### config.mk
export PLATFORM = sky130hd
export DESIGN_NAME = mem_arbiter
export DESIGN_NICKNAME = d
export VERILOG_FILES = /design/src/rtl/mem_arbiter.sv
export SDC_FILE = /design/constraint.sdc
export NUM_CORES = 1
export LEC_CHECK = 0
export CAP_MARGIN = 20
export CORE_MARGIN = 2
export CORE_UTILIZATION = 45
export DETAILED_ROUTE_END_ITERATION = 10
export PLACE_DENSITY_LB_ADDON = 0.15
export SYNTH_ARGS = -nofsm -noshare
export SYNTH_HDL_FRONTEND = slang
export SYNTH_SLANG_ARGS = --single-unit
### constraint.sdc
create_clock -name i_clk -period 3.6 [get_ports i_clk]
set_input_delay 0.9 -clock i_clk [delete_from_list [all_inputs] [get_ports i_clk]]
set_output_delay 0.9 -clock i_clk [all_outputs]
set_load 0.005 [all_outputs]
### src/rtl/mem_arbiter.sv
// mem_arbiter: round-robin arbiter/sequencer for one shared single-port synchronous memory
// Ports:
//   i_clk, i_rst_n                 clock, asynchronous active-low reset
//   i_if_*, o_if_*                 instruction fetch requester (read-only)
//   i_ls_*, o_ls_*                 load/store requester (read or masked write)
//   o_mem_*, i_mem_rdata           memory macro command and read data
//   o_busy                         high while a transaction is in flight
module mem_arbiter #(
    parameter int ADDR_W  = 32,
    parameter int DATA_W  = 32,
    parameter int MEM_LAT = 2
) (
    input  logic                i_clk,
    input  logic                i_rst_n,
    input  logic                i_if_req,
    input  logic [ADDR_W-1:0]   i_if_addr,
    output logic                o_if_gnt,
    output logic                o_if_rvalid,
    output logic [DATA_W-1:0]   o_if_rdata,
    input  logic                i_ls_req,
    input  logic                i_ls_we,
    input  logic [ADDR_W-1:0]   i_ls_addr,
    input  logic [DATA_W-1:0]   i_ls_wdata,
    input  logic [DATA_W/8-1:0] i_ls_bmask,
    output logic                o_ls_gnt,
    output logic                o_ls_rvalid,
    output logic [DATA_W-1:0]   o_ls_rdata,
    output logic                o_mem_en,
    output logic                o_mem_we,
    output logic [ADDR_W-1:0]   o_mem_addr,
    output logic [DATA_W-1:0]   o_mem_wdata,
    output logic [DATA_W/8-1:0] o_mem_bmask,
    input  logic [DATA_W-1:0]   i_mem_rdata,
    output logic                o_busy
);
    typedef enum logic [1:0] {IDLE, CMD, WAIT, RESP} state_t;
    state_t                state;
    logic                  last_ls;
    logic                  win_ls;
    logic                  we_q;
    logic [ADDR_W-1:0]     addr_q;
    logic [DATA_W-1:0]     wdata_q;
    logic [DATA_W/8-1:0]   bmask_q;
    logic [2:0]            cnt;
    logic                  idle;
    logic [ADDR_W-1:0]     gnt_addr;
    // Gate with reset so no grant leaks out while reset is held with requests high
    assign idle        = i_rst_n && state == IDLE;
    // On a tie the requester that did not win last time gets the grant
    assign o_if_gnt    = idle && i_if_req && (!i_ls_req || last_ls);
    assign o_ls_gnt    = idle && i_ls_req && (!i_if_req || !last_ls);
    assign gnt_addr    = (o_ls_gnt ? i_ls_addr : i_if_addr) & ~ADDR_W'(3);
    assign o_mem_en    = state == CMD;
    assign o_mem_we    = o_mem_en && we_q;
    assign o_mem_addr  = o_mem_en ? addr_q : '0;
    assign o_mem_wdata = o_mem_en ? wdata_q : '0;
    assign o_mem_bmask = o_mem_en ? bmask_q : '0;
    assign o_if_rvalid = state == RESP && !win_ls;
    assign o_ls_rvalid = state == RESP && win_ls;
    assign o_busy      = state != IDLE;
    always_ff @(posedge i_clk or negedge i_rst_n) begin
        if (!i_rst_n) begin
            state      <= IDLE;
            last_ls    <= 1'b0;
            win_ls     <= 1'b0;
            we_q       <= 1'b0;
            addr_q     <= '0;
            wdata_q    <= '0;
            bmask_q    <= '0;
            cnt        <= '0;
            o_if_rdata <= '0;
            o_ls_rdata <= '0;
        end else begin
            case (state)
                IDLE: if (o_if_gnt || o_ls_gnt) begin
                    state   <= CMD;
                    win_ls  <= o_ls_gnt;
                    last_ls <= o_ls_gnt;
                    we_q    <= o_ls_gnt && i_ls_we;
                    addr_q  <= gnt_addr;
                    wdata_q <= o_ls_gnt ? i_ls_wdata : '0;
                    bmask_q <= o_ls_gnt ? i_ls_bmask : '0;
                end
                CMD: begin
                    cnt   <= 3'(MEM_LAT);
                    state <= WAIT;
                end
                // Count 1 marks the cycle whose closing edge carries the memory's read data
                WAIT: begin
                    cnt <= cnt - 3'd1;
                    if (cnt == 3'd1) begin
                        state <= RESP;
                        if (win_ls)
                            o_ls_rdata <= we_q ? '0 : i_mem_rdata;
                        else
                            o_if_rdata <= i_mem_rdata;
                    end
                end
                RESP: state <= IDLE;
            endcase
        end
    end
endmodule

==> flow_metrics.tcl <==
set metrics [dict create \
    power_mw 7.28 \
    drive_gt1_frac 0.0978 \
    slew_headroom 0.312 \
    cp.required_ns 2.70 \
    fp.dieW_um 121 \
    io_buffers 269 \
    synth_xor_area_frac 0 \
    hold_violations 0 \
    firstDrtPassIters 4 \
    synthSimpleGateAreaFrac 0.154 \
    clock_latency_ns 0.41 \
    num_vias 5333 \
    grt_pass1_wl_mm 27.7 \
    drc_errors 0 \
    seqPwrFrac 0.356 \
    grt_pass1_vias 5523 \
    rsz0062_at_grt "no" \
    synth_top_area_frac 0.555 \
    r2r_cells 5 \
    internal_power_mw 5.12 \
    synth_edf_count 0 \
    synth_most_common_cell "dfrtp_1" \
    synth_ff_type "dfrtp_1" \
    power_density_mw_per_mm2 759 \
    ir_drop_v 0.000359 \
    clk_path_buf_depth 2 \
    synth_area_per_cell_um2 10.6 \
    num_rows 42 \
    clkPwrFrac 0.242 \
    placed_area_mm2 0.00897 \
    initial_utilization 0.464 \
    nets 980 \
    antennaDiodeCount 0 \
    p_comb_frac 0.402 \
    p_leak_nw 4.16 \
    gp_congestion 0.817 \
    ys_seq_area_frac 0.555 \
    switching_share 0.296 \
    fin_skew_ns 0.00688 \
    layout_worst_path_cycle_share 0.902 \
    synth-seq-cells 137 \
    yosys.area.top_type "dfrtp_1" \
    synth_top_family_by_area "compound AO/OA/AOI/OAI gates" \
    postCtsResizedCells 0 \
    tightestPinTransition_ns 1.03 \
    syn_inst 580 \
    layout_min_cycle_time_ns 3.25 \
    synth_compound_area_frac 0.169 \
    worstHoldPathType "in2async" \
    grt_overflow_total 0 \
    cts_setup_buffers 0 \
    status "finished clean" \
    grt_max_degree 70 \
    wirelength_mm 17.6 \
    path_class "reg2out" \
    area_delta_synth_final_pct 55.3 \
    final_area_mm2 0.00959 \
    antenna_found_initial 0 \
    setup.worst_path.start_class "register" \
    io_pins 276 \
    timing.rr.end "o_if_rdata[21]" \
    core_area_mm2 0.0133 \
    clockRootBuffer "clkbuf_16" \
    reg2reg_slack_ns 1.56 \
    cts.sinks 137 \
    yosysWarnings 0 \
    grt_use_total 0.243 \
    drv_slew 0 \
    cts_buffers 17 \
    die_h_um 121 \
    hold_buffers 0 \
    maxCapViolCount 0 \
    drtIter0Drc 260 \
    end_kind "output pin" \
    tns_ns 0 \
    synthAdderAreaFrac 0.0142 \
    path_clk_slew_ns 0.05 \
    fmaxAchievable_mhz 308 \
    async_flop_share 1.00 \
    htreeDepth 4 \
    cts_tree "done" \
    avgRoutedWirePerCell_um 17.2 \
    yosys-top-cells-area "dfrtp_1 (56%), and2_1 (7.0%), mux2_2 (5.8%), a22o_1 (5.5%), o21ai_0 (5.2%)" \
    synthDistinctLibCells 27 \
    via_per_inst 5.20 \
    synth_commonest_cells "dfrtp_1 (137), and2_1 (69), o21ai_0 (64), a22o_1 (39), nand2_1 (35)" \
    place_hpwl_mm 12.2 \
    regToRegStartpoint "state[0]" \
    muxShareOfSynthArea 0.0616 \
    crit_arrival_ns 2.35 \
    critPathMaxFanout 68 \
    ant_nets 0 \
    netlist_area_mm2 0.00617 \
    p_sw_mw 2.16 \
    die_area_mm2 0.0147 \
    finalSetupViolations 0 \
]
==> worst max-delay path by stage <==
stage | from | endpoint | slack (ns) | depth (start not counted)
6_report | state[1] | o_mem_addr[30] | 0.35 | 5
5_1_grt | state[1] | o_mem_addr[30] | 0.21 | 5
4_1_cts | state[1] | o_mem_addr[30] | 0.34 | 5
3_5_place_dp | i_if_req | o_ls_gnt | 0.36 | 4
3_3_place_gp | i_if_req | o_ls_gnt | 0.36 | 4
2_1_floorplan | i_ls_req | o_ls_gnt | 1.35 | 3
==> layer usage <==
layer / vias to the layer above / track usage / wire, µm
li1: 2507 / - / -
met1: 2591 / 0.286 / 7070
met2: 206 / 0.410 / 8640
met3: 29 / 0.0789 / 1500
met4: 0 / 0.0952 / 402
met5: - / 0 / 0
==> critical path, stage by stage, from the launching register on <==
cell             delay [ns]
dfrtp_1                0.40
inv_1                  0.14
ha_1                   0.16
buf_4                  0.43
and2_1                 0.22
clkdlybuf4s50_1        0.54
==> through the flow <==
| stage | hold slack, ns | setup WS (ns) | util | instances |
|---|---|---|---|---|
| 4_1_cts | 0.260 | 0.341 | 0.721 | 1025 |
| 3_5_place_dp | 0.471 | 0.360 | 0.675 | 993 |
| 3_3_place_gp | 0.460 | 0.359 | 0.675 | 993 |
| 6_report | 0.280 | 0.353 | 0.721 | 1025 |
| 5_1_grt | 0.265 | 0.209 | 0.721 | 1025 |
| 2_1_floorplan | 0.458 | 1.35 | - | 581 |
==> registers in the layout, summed over array words and instances, names as in the netlist <==
name / flops
o_if_rdata: 32
bmask_q: 4
cnt: 3
state: 2
o_ls_rdata: 32
win_ls: 1
addr_q: 30
wdata_q: 32
we_q: 1
==> power groups by stage <==
stage / Clock [mW] / Sequential, mW / Combinational [mW]
after floorplan: 0 / 2.54 / 1.33
after global placement: 0 / 2.56 / 2.87
after detailed placement: 0 / 2.59 / 2.94
after CTS: 1.80 / 2.59 / 2.96
after global routing: 1.86 / 2.67 / 3.19
final: 1.76 / 2.59 / 2.93
==> placed cells by master (no fill, tap or decap), drive strengths merged, types with 3 or more instances in the layout <==
cell             n
nand3            3
nand2b          33
and2            69
clkinv           4
nor2            32
a22o            39
dfrtp          137
clkbuf          26
a21oi           32
mux2            32
nand2           35
inv              7
buf             17
clkdlybuf4s50  268
ha               7
a31oi           31
o21ai           64
==> cells by family (layout without fill, tap and decap cells) <==
| kind of cell | after synthesis | count (layout) |
|---|---|---|
| AOI/OAI and AO/OA | 169 | 169 |
| DFF | 137 | 137 |
| adders and majority gates | 7 | 7 |
| other | 1 | 2 |
| muxes | 34 | 34 |
| and+or+nand+nor | 176 | 176 |
| buffers and inverters | 56 | 324 |
==> final cells by class <==
cell class	instances	area (µm²)
multi-input combinational	388	2480
clock buffer	26	529
inverter	7	26.3
clock inverter	6	83.8
timing repair buffer	285	2810
sequential	137	3430
tap	176	220
fill	929	3710
Note: power is estimated with default switching activity, not from simulation.
